--- src/rtl/gearbox_rx.sv ---
// Receive 20:67 gearbox for an Interlaken lane: reassembles serial-order beats into
// 67-bit words, finds sync-header alignment by bit slipping and reports block lock.
module gearbox_rx #(
  parameter int LOCK_GOOD_CNT = 64,
  parameter int LOCK_BAD_CNT  = 16,
  parameter int LOCK_WINDOW   = 64
) (
  input  logic        USER_CLK,
  input  logic        SYSTEM_RESET,
  input  logic [19:0] DATA_IN,
  input  logic        DATA_IN_VALID,
  output logic [66:0] DATA_OUT,
  output logic        DATA_OUT_VALID,
  output logic        SYNC_HDR_ERR,
  output logic        BLOCK_LOCK
);

  localparam int GOOD_W = $clog2(LOCK_GOOD_CNT + 1);
  localparam int BAD_W  = $clog2(LOCK_BAD_CNT + 1);
  localparam int WIN_W  = $clog2(LOCK_WINDOW + 1);

  typedef enum logic [0:0] {
    S_HUNT   = 1'b0,
    S_LOCKED = 1'b1
  } state_t;

  state_t              state_q, state_d;
  logic [GOOD_W-1:0]   good_q, good_d;
  logic [BAD_W-1:0]    bad_q, bad_d;
  logic [WIN_W-1:0]    win_q, win_d;
  logic                slip_q, slip_d;

  logic [87:0]         store_q, store_d;
  logic [6:0]          fill_q, fill_d;
  logic [66:0]         word_q, word_d;
  logic                valid_q, valid_d;
  logic                err_q, err_d;
  logic                block_lock;

  logic [19:0]         rev;
  logic [87:0]         incoming;
  logic [87:0]         merged;
  logic [6:0]          fill_sum;
  logic [6:0]          need;
  logic                extract;
  logic                hdr_ok;
  logic [66:0]         word;

  // Oldest wire bit lands in the MSB so storage reads out oldest-first.
  genvar gi;
  generate
    for (gi = 0; gi < 20; gi++) begin : g_rev
      assign rev[19-gi] = DATA_IN[gi];
    end
  endgenerate

  // Storage keeps unused low bits at zero, so a new beat can be OR-ed in below the fill point.
  always_comb begin
    incoming = {rev, 68'd0} >> fill_q;
    merged   = store_q | incoming;
    fill_sum = fill_q + 7'd20;
    need     = slip_q ? 7'd68 : 7'd67;
    extract  = DATA_IN_VALID && (fill_sum >= need);
    word     = slip_q ? merged[86:20] : merged[87:21];
    hdr_ok   = word[65] ^ word[64];
  end

  always_comb begin
    store_d = store_q;
    fill_d  = fill_q;
    word_d  = word_q;
    valid_d = 1'b0;
    err_d   = 1'b0;
    if (DATA_IN_VALID) begin
      store_d = merged;
      fill_d  = fill_sum;
      if (extract) begin
        store_d = merged << need;
        fill_d  = fill_sum - need;
        word_d  = word;
        valid_d = 1'b1;
        err_d   = !hdr_ok;
      end
    end
  end

  always_ff @(posedge USER_CLK or posedge SYSTEM_RESET) begin
    if (SYSTEM_RESET) begin
      store_q <= '0;
      fill_q  <= '0;
      word_q  <= '0;
      valid_q <= 1'b0;
      err_q   <= 1'b0;
    end else begin
      store_q <= store_d;
      fill_q  <= fill_d;
      word_q  <= word_d;
      valid_q <= valid_d;
      err_q   <= err_d;
    end
  end

  always_ff @(posedge USER_CLK or posedge SYSTEM_RESET) begin
    if (SYSTEM_RESET) begin
      state_q <= S_HUNT;
      good_q  <= '0;
      bad_q   <= '0;
      win_q   <= '0;
      slip_q  <= 1'b0;
    end else begin
      state_q <= state_d;
      good_q  <= good_d;
      bad_q   <= bad_d;
      win_q   <= win_d;
      slip_q  <= slip_d;
    end
  end

  always_comb begin
    state_d = state_q;
    good_d  = good_q;
    bad_d   = bad_q;
    win_d   = win_q;
    slip_d  = slip_q;
    if (extract) begin
      slip_d = 1'b0;
      if (state_q == S_HUNT) begin
        if (!hdr_ok) begin
          good_d = '0;
          slip_d = 1'b1;
        end else if (good_q == GOOD_W'(LOCK_GOOD_CNT - 1)) begin
          state_d = S_LOCKED;
          good_d  = '0;
          bad_d   = '0;
          win_d   = '0;
        end else begin
          good_d = good_q + GOOD_W'(1);
        end
      end else begin
        // Loss of lock wins over the window-boundary clear when both land on one word.
        if (!hdr_ok && bad_q == BAD_W'(LOCK_BAD_CNT - 1)) begin
          state_d = S_HUNT;
          good_d  = '0;
          bad_d   = '0;
          win_d   = '0;
        end else if (win_q == WIN_W'(LOCK_WINDOW - 1)) begin
          bad_d = '0;
          win_d = '0;
        end else begin
          win_d = win_q + WIN_W'(1);
          if (!hdr_ok) begin
            bad_d = bad_q + BAD_W'(1);
          end
        end
      end
    end
  end

  always_comb begin
    block_lock = (state_q == S_LOCKED);
  end

  assign DATA_OUT       = word_q;
  assign DATA_OUT_VALID = valid_q;
  assign SYNC_HDR_ERR   = err_q;
  assign BLOCK_LOCK     = block_lock;

endmodule

--- config.mk ---
export PLATFORM = sky130hd
export DESIGN_NAME = gearbox_rx
export DESIGN_NICKNAME = d
export VERILOG_FILES = /design/src/rtl/gearbox_rx.sv
export SDC_FILE = /design/constraint.sdc
export NUM_CORES = 1
export LEC_CHECK = 0
export ABC_AREA = 1
export CELL_PAD_IN_SITES_DETAIL_PLACEMENT = 0
export CELL_PAD_IN_SITES_GLOBAL_PLACEMENT = 1
export CORE_MARGIN = 2
export CORE_UTILIZATION = 43
export DETAILED_ROUTE_END_ITERATION = 10
export PLACE_DENSITY = 0.78
export RECOVER_POWER = 50
export SLEW_MARGIN = 20
export SYNTH_ARGS = -nofsm -noshare
export SYNTH_HDL_FRONTEND = slang
export SYNTH_SLANG_ARGS = --single-unit
--- constraint.sdc ---
create_clock -name USER_CLK -period 7.09 [get_ports USER_CLK]
set_input_delay 0.709 -clock USER_CLK [delete_from_list [all_inputs] [get_ports USER_CLK]]
set_output_delay 0.709 -clock USER_CLK [all_outputs]
set_load 0.01 [all_outputs]
==> impl_metrics.toml, run 1 <==
[synthesis]
avgSynthCellArea_um2 = 7.23
yosys_register_bits = 185
syn_nets = 1558
yosysWarnings = 0
ys_async_sr_fraction_pct = 100
synth_area_um2 = 11000
synth_edf_count = 0
postSynthCellCount = 1526
yosysSeqAreaShare_pct = 42.0
synth_flop_cell = "dfrtp_1"
synth.distinct_cells = 53

[pwr]
p_comb_share_pct = 59.1
p_seq_share_pct = 25.6
p_sw_uw = 3480
switching_share_pct = 52.5
p_clk_share_pct = 15.3
p_leak_uw = 0.00632
internal-power_uw = 3140
peakVddDrop_mv = 0.246
power_density_nw_per_um2 = 524

[clock_network]
cts_max_path_buffers = 2
cts_resized = 0
htreeDepth = 4
cts_made_buffers = 17
hold_buffers = 0
clkTransAtPathRegs_ps = 80
postCtsSetupBuffers = 0
cts_tree = "yes"
root_buffer = "clkbuf_16"
clk_latency_ps = 450
numClockSinks = 185

[layout]
instances_no_fill = 1901
fin_nets = 1590
multi_input_area_um2 = 5490
fill_cells = 2522
final_common_cell = "nand2_1"
syn_to_final_growth_pct = 14.6
layout_common_cells = "nand2_1, dfrtp_1, nand3_1"
diodes = 0
seq_area_um2 = 4630
drive_gt1_share_pct = 5.98

[timing]
fin_crit_sh_pct = 71.3
drv_slew = 67
finalHoldWorstSlack_ps = 481
hold_viol = 0
fmax_mhz = 198
setup_ws_ps = 2030
layout_min_cycle_time_ps = 5060
setup-violations-final = 0
rsz0062_at_grt = "false"
worst_pin_slew_ps = 3780
fin_skew_ps = 20.1
finalSetupTns_ps = 0
slew_headroom_pct = -152

[floorplan]
start_util_pct = 43.8
boundaryPins = 93
die_w_um = 164
die-area_um2 = 26900
fp-row-count = 58
die_h_um = 164
core_um2 = 25200

[route]
dr_total_vias = 10300
avgRoutedWirePerCell_um = 18.6
antenna_left = 0
dr.pass1.iters = 7
wl_um = 35300
via_per_inst = 5.44
drc_errors = 0
dr.first_iter.drc_count = 1093

[worst_setup_path]
timing_worst_setup_path_type = "input port to asynchronous set/reset pin"
r2r_cells = 11
cp_max_fo = 120
cp-start-kind = "input port"
arrival_ps = 4740
end_kind = "asynchronous set/reset pin"
required_ps = 6780

[place]
hpwl_um = 24900
routabilityCongestion = 0.887
numPortBuffers = 92
dp_slack_ps = 2340
dp_cells = 1869

[min_path]
min-delay-path-class = "flip-flop to flip-flop"
whs_path_depth = 2

[global_route]
use_met2_pct = 42.2
top_usage_layer = "met2"
grt_first_pass_wirelength_um = 55700
antenna_found_initial = 0
grt_pass1_vias = 9664
grt_start_max_net_pins = 121
grt_overflow_total = 0
globalRouteTotalUtil_pct = 27.0
grt.met3_usage_pct = 4.80
met1_usage_pct = 38.2

[flow_run]
cap_violations = 1

[run_status]
violations = "capacitance limit, slew limit"
status = "finished, violations left"
==> power by group through the flow <==
stage               registers [µW]  clock network, µW  logic, µW
floorplan                     1700                  0       2640
global placement              1710                  0       3920
detailed placement            1720                  0       3940
CTS                           1700               1020       3950
global route                  1740               1070       4340
finish                        1700               1010       3910
==> cell usage after synthesis (9+ instances only) <==
library cell / number / area share, %
nand4_1: 18 / 1.0
o21ai_0: 58 / 2.6
o211ai_1: 50 / 3.4
o21ai_1: 38 / 1.7
nor2_1: 76 / 2.6
nand3b_1: 10 / 0.68
inv_1: 113 / 3.8
a21oi_1: 23 / 1.0
o22ai_1: 13 / 0.74
and2_1: 10 / 0.57
dfrtp_1: 185 / 42
nand3_1: 161 / 7.3
a31oi_1: 9 / 0.51
o211a_1: 10 / 0.91
buf_2: 46 / 2.1
nand2_1: 544 / 19
o21bai_1: 12 / 0.82
xor2_1: 12 / 0.95
inv_2: 10 / 0.34
clkbuf_1: 20 / 0.68
buf_1: 19 / 0.65
==> per-layer routing <==
| metal | part of all wire (%) | vias to the layer above | wire (µm) |
|---|---|---|---|
| li1 | - | 5058 | - |
| met1 | 45 | 4946 | 15900 |
| met2 | 47 | 297 | 16500 |
| met3 | 5.7 | 42 | 2000 |
| met4 | 2.6 | 0 | 915 |
| met5 | 0 | - | 0 |
==> path summary, 6_finish.rpt <==
path                       slack [ps]    startpoint      endpoint
hold / removal                    480   store_q[82]   store_q[82]
hold reg to reg                   480   store_q[82]   store_q[82]
setup reg to reg                 2330     fill_q[2]   store_q[76]
max in group USER_CLK            2330     fill_q[2]   store_q[76]
setup / recovery                 2030  SYSTEM_RESET   store_q[80]
min in group asynchronous         930  SYSTEM_RESET  DATA_OUT[44]
==> kinds of logic (layout without fill, tap and decap cells) <==
family,after synthesis,after routing,synth area share (%)
buf+inv,218,263,8.32
flops,185,185,42.0
simple gates,853,853,33.1
xor+xnor,14,14,1.11
fa+ha+maj,9,9,1.09
compound gates,247,247,14.4
==> cell type report <==
type | instances | share of cell area, %
Tap cell | 330 | 3.27
Timing Repair Buffer | 106 | 8.05
Multi-Input combinational cell | 1123 | 43.4
Clock inverter | 15 | 1.54
Inverter | 125 | 3.77
Clock buffer | 17 | 3.37
Sequential cell | 185 | 36.6
==> worst max-delay path, cell delays in order <==
cell           delay, ps
dlygate4sd3_1        610
inv_8                600
clkbuf_1            2710
==> registers in the layout, summed over array words and instances, names as in the netlist <==
register and flops:
BLOCK_LOCK 1, DATA_OUT 67, DATA_OUT_VALID 1, SYNC_HDR_ERR 1
bad_q 5, fill_q 7, good_q 7, slip_q 1
store_q 88, win_q 7
==> stage by stage <==
| step | cell area (µm²) | utilization, % | total power (µW) |
|---|---|---|---|
| floorplan | 11000 | - | 4340 |
| global placement | 12000 | 47.8 | 5620 |
| detailed placement | 12000 | 47.8 | 5660 |
| CTS | 12600 | 50.2 | 6680 |
| global route | 12600 | 50.2 | 7140 |
| finish | 12600 | 50.2 | 6620 |
Note: power is estimated with default switching activity, not from simulation.
==> inputs of run 2 (changes only) <==
Settings changed: CORE_UTILIZATION 43 to 39, PLACE_DENSITY 0.78 to 0.74.
Clock period 7.09 ns to 4.3 ns, I/O delays scaled along.
==> run 2 against run 1 <==
  * Combinational power rose by 66%
  * Flip-flop and latch count did not move
  * First-iteration DRC count fell by 16%
  * Critical endpoint is now good_q[0]
  * Cell area rose by 0.71%
  * Die area rose by 10%
  * Via count fell by 0.23%
  * Largest cell class unchanged
  * The flow still finishes with violations (capacitance limit, slew limit)
  * Clock skew fell by 4.4 ps
==> impl_metrics.toml, run 2 (same netlist as run 1, synthesis figures left out) <==
[route]
drc_errors = 0
wl_um = 35400
dr_total_vias = 10300
avgRoutedWirePerCell_um = 18.1
antenna_left = 0
dr.first_iter.drc_count = 917
via_per_inst = 5.28
dr.pass1.iters = 5

[run_status]
status = "finished, violations left"
violations = "capacitance limit, slew limit"

[floorplan]
die_w_um = 172
boundaryPins = 93
die_h_um = 172
core_um2 = 27800
fp-row-count = 61
die-area_um2 = 29600
start_util_pct = 39.7

[global_route]
globalRouteTotalUtil_pct = 24.8
grt_pass1_vias = 9859
grt_start_max_net_pins = 122
grt_first_pass_wirelength_um = 56700
antenna_found_initial = 0
grt_overflow_total = 0

[place]
dp_cells = 1922
hpwl_um = 25100
numPortBuffers = 92
routabilityCongestion = 0.873

[worst_setup_path]
r2r_slack_ps = 970
cp_max_fo = 27
required_ps = 4620
timing_worst_setup_path_type = "flip-flop to flip-flop"
cp-start-kind = "flip-flop"
arrival_ps = 3650
end_kind = "flip-flop"

[layout]
layout_common_cells = "nand2_1, dfrtp_1, nand3_1"
drive_gt1_share_pct = 6.35
final_common_cell = "nand2_1"
syn_to_final_growth_pct = 15.5
largest_reg_flops = 88
diodes = 0
fin_nets = 1595
instances_no_fill = 1954
largest_register = "store_q"
fill_cells = 2884

[timing]
slew_headroom_pct = -10.5
layout_min_cycle_time_ps = 3330
fin_crit_sh_pct = 77.4
hold_viol = 0
fin_skew_ps = 15.7
worst_pin_slew_ps = 1650
drv_slew = 37
finalSetupTns_ps = 0
fmax_mhz = 300
rsz0062_at_grt = "false"
setup-violations-final = 0

[clock_network]
htreeDepth = 4
postCtsSetupBuffers = 0
cts_tree = "yes"
cts_resized = 0
clkTransAtPathRegs_ps = 80
clk_latency_ps = 440
cts_max_path_buffers = 2
cts_made_buffers = 17
numClockSinks = 185
hold_buffers = 0
root_buffer = "clkbuf_16"

[pwr]
peakVddDrop_mv = 0.654
p_clk_share_pct = 14.5
switching_share_pct = 52.2
p_leak_uw = 0.00626
p_comb_share_pct = 59.7
power_density_nw_per_um2 = 856
internal-power_uw = 5210
p_seq_share_pct = 25.9
p_sw_uw = 5690

[flow_run]
cap_violations = 1

[min_path]
min-delay-path-class = "flip-flop to flip-flop"
## run 2: cell types whose count changed in the layout (fill, tap and decap cells not counted), sizes merged
cell | before | now
buf | 14 | 19
clkdlybuf4s50 | 20 | 55
dlygate4sd3 | 71 | 36
bufinv | 1 | 0
clkinv | 8 | 7
inv | 131 | 130
clkinvlp | 0 | 3
## run 2: through the flow
stage / utilization (%) / area (µm²) / worst slack [ps] / total power (µW) / hold slack (ps)
6_report: 45.8 / 12700 / 971 / 10900 / 475
5_1_grt: 45.8 / 12700 / 702 / 11800 / 509
4_1_cts: 45.9 / 12700 / 1000 / 11000 / 478
3_5_place_dp: 43.8 / 12200 / 986 / 9390 / 460
3_3_place_gp: 43.8 / 12200 / 978 / 9350 / 457
2_1_floorplan: - / 11000 / 1490 / 7160 / 440
## run 2: layer usage
metal	track usage [%]	vias to the layer above	routed length (µm)	part of all wire, %
met3	3.39	39	1910	5.4
met1	34.8	4916	16000	45
met2	40.5	291	16700	47
li1	-	5073	-	-
met4	6.58	0	785	2.2
met5	0	-	0	0
## run 2: final timing paths
path | endpoint | from | cells past startpoint
min reg2reg | store_q[84] | store_q[84] | 2
max | good_q[0] | fill_q[1] | 13
min in group asynchronous | DATA_OUT[5] | SYSTEM_RESET | 2
max reg2reg | good_q[0] | fill_q[1] | 13
max in group asynchronous | store_q[14] | SYSTEM_RESET | 3
min | store_q[84] | store_q[84] | 2
## run 2: final cells by class
type	instances	area [µm²]	area share, %
multi-input combinational	1123	5490	43.1
sequential	185	4630	36.4
timing repair buffer	111	1090	8.59
tap	378	473	3.71
inverter	125	470	3.69
clock buffer	17	425	3.34
clock inverter	15	155	1.22
## run 2: critical path, cell delays in order, from the launching register on
cell and delay (ps):
dfrtp_1 830, inv_2 420, nand3_1 220, nand4_1 170, nor2_2 280, nand3_1 170
nand3_1 120, nand2_1 120, nand2_2 130, nand3_2 240, nand2_2 180, nand2_2 170
nand2_1 100, o21ai_1 60
## run 2: power by group through the flow
stage                     Clock [µW]  Sequential [µW]  Combinational (µW)
final                           1580             2820                6500
after global routing            1680             2900                7260
after CTS                       1610             2820                6560
after detailed placement           0             2850                6540
after global placement             0             2850                6500
after floorplan                    0             2810                4360
==> inputs of run 3 (changes only) <==
Clock period 4.3 ns to 2.7 ns, I/O delays scaled along.
==> run 3 against run 2 <==
  * The flow now finishes without violations
  * Via count rose by 2.9%
  * Global-route usage rose by 1.2 points
  * Sequential power rose by 55%
  * Die area did not move
  * Critical path depth fell by 2
  * Sequential share of layout area fell by 1.0 points
  * Clock skew fell by 0.87 ps
  * Core utilization rose by 1.4 points
  * Largest power group unchanged
  * Highest routed layer unchanged
==> impl_metrics.toml, run 3 (same netlist as run 1, synthesis figures left out) <==
[global_route]
grt_first_pass_wirelength_um = 59000
grt_start_max_net_pins = 80
grt_pass1_vias = 10400
grt_overflow_total = 0
globalRouteTotalUtil_pct = 26.0
antenna_found_initial = 0

[layout]
instances_no_fill = 2004
final_util_pct = 47.2
final_common_cell = "nand2_1"
syn_to_final_growth_pct = 18.9
drive_gt1_share_pct = 9.10
final_area_um2 = 13100
layout_common_cells = "nand2_1, dfrtp_1, nand3_1"
diodes = 0
fin_nets = 1645
largest_register = "store_q"
fill_cells = 2887
largest_reg_flops = 88

[floorplan]
fp-row-count = 61
core_um2 = 27800
die_h_um = 172
boundaryPins = 93
die_w_um = 172
die-area_um2 = 29600
start_util_pct = 39.7

[timing]
setup-violations-final = 0
fmax_mhz = 388
worst_pin_slew_ps = 1400
drv_slew = 0
finalHoldWorstSlack_ps = 479
slew_headroom_pct = 6.32
hold_viol = 0
layout_min_cycle_time_ps = 2580
rsz0062_at_grt = "true"
fin_crit_sh_pct = 95.6
fin_skew_ps = 14.8

[clock_network]
root_buffer = "clkbuf_16"
numClockSinks = 185
cts_made_buffers = 17
clkTransAtPathRegs_ps = 80
cts_tree = "yes"
htreeDepth = 4
clk_latency_ps = 440
cts_max_path_buffers = 2

[route]
dr.first_iter.drc_count = 895
dr.pass1.iters = 5
antenna_left = 0
avgRoutedWirePerCell_um = 18.5
dr_total_vias = 10600
drc_errors = 0
via_per_inst = 5.30
wl_um = 37200

[run_status]
status = "finished clean"

[flow_run]
cap_violations = 0

[min_path]
min-delay-path-class = "input port to flip-flop"

[pwr]
p_clk_share_pct = 14.0
p_seq_share_pct = 24.1
p_sw_uw = 9320
switching_share_pct = 51.3
power_density_nw_per_um2 = 1380
p_leak_uw = 0.00647
p_comb_share_pct = 61.9
peakVddDrop_mv = 0.529
internal-power_uw = 8840

[place]
dp_cells = 1969
numPortBuffers = 92
hpwl_um = 26600
placed_area_um2 = 12500
routabilityCongestion = 0.889

[worst_setup_path]
cp_cell_sequence = "ha_1, inv_1, nor2_1, o21a_1, nor3b_2, nand3_1, nand2_4, buf_6, clkbuf_8, o21ai_0, nor2_1"
cp-start-kind = "flip-flop"
cp_max_fo = 59
timing_worst_setup_path_type = "flip-flop to flip-flop"
slowest_delay_ps = 400
arrival_ps = 2940
required_ps = 3060
cp_common_cell = "nor2_1"
end_kind = "flip-flop"
slowest_stage = "dfrtp_1"
[run 3: final cells by class]
cell class	count	area (µm²)	area share, %
Tap cell	378	473	3.61
Multi-Input combinational cell	1124	5510	42.0
Sequential cell	185	4630	35.3
Timing Repair Buffer	160	1440	11.0
Inverter	125	483	3.68
Clock buffer	19	453	3.46
Clock inverter	13	125	0.954
[run 3: power groups by stage]
stage / clock network (µW) / registers (µW) / logic (µW)
3_3_place_gp: 0 / 4380 / 11000
4_1_cts: 2580 / 4370 / 11200
2_1_floorplan: 0 / 4470 / 6940
5_1_grt: 2690 / 4490 / 12400
6_report: 2540 / 4370 / 11200
3_5_place_dp: 0 / 4420 / 11100
[run 3: path summary, 6_finish.rpt]
check                               to  cells past startpoint     startpoint  slack (ps)
setup / recovery           store_q[52]                     11         slip_q         120
hold / removal               fill_q[5]                      5  DATA_IN_VALID         480
setup reg to reg           store_q[52]                     11         slip_q         120
hold reg to reg               win_q[5]                      2       win_q[5]         490
max in group asynchronous  store_q[14]                      3   SYSTEM_RESET         570
min in group asynchronous  DATA_OUT[5]                      2   SYSTEM_RESET         590
[run 3: timing repair]
action,in CTS,in global routing
hold buffers,0,0
resized for setup,3,12
setup endpoints to repair,50,105
gates cloned,1,0
setup buffers,0,2
pin swaps,1,3
[run 3: stage by stage]
stage	setup TNS, ps	total power [µW]	setup slack (ps)
after floorplan	0	11400	51.5
after global placement	-406	15400	-28.7
after detailed placement	-2110	15500	-140
after CTS	0	18100	63.4
after global routing	-512	19600	-68.2
final	0	18200	120
[run 3: critical path: cells and delay by family, from the launching register on]
family	cells	cell delay [ps]
adders and majority gates	1	320
and+or+nand+nor	5	710
AOI/OAI and AO/OA	2	350
DFF	1	400
buffers and inverters	3	680
[run 3: per-layer routing]
layer	routed length (µm)	vias to the layer above	global-route usage, %
met3	1950	59	4.01
li1	-	5189	-
met2	17400	281	43.0
met4	1220	0	9.24
met5	0	-	0
met1	16600	5087	34.8
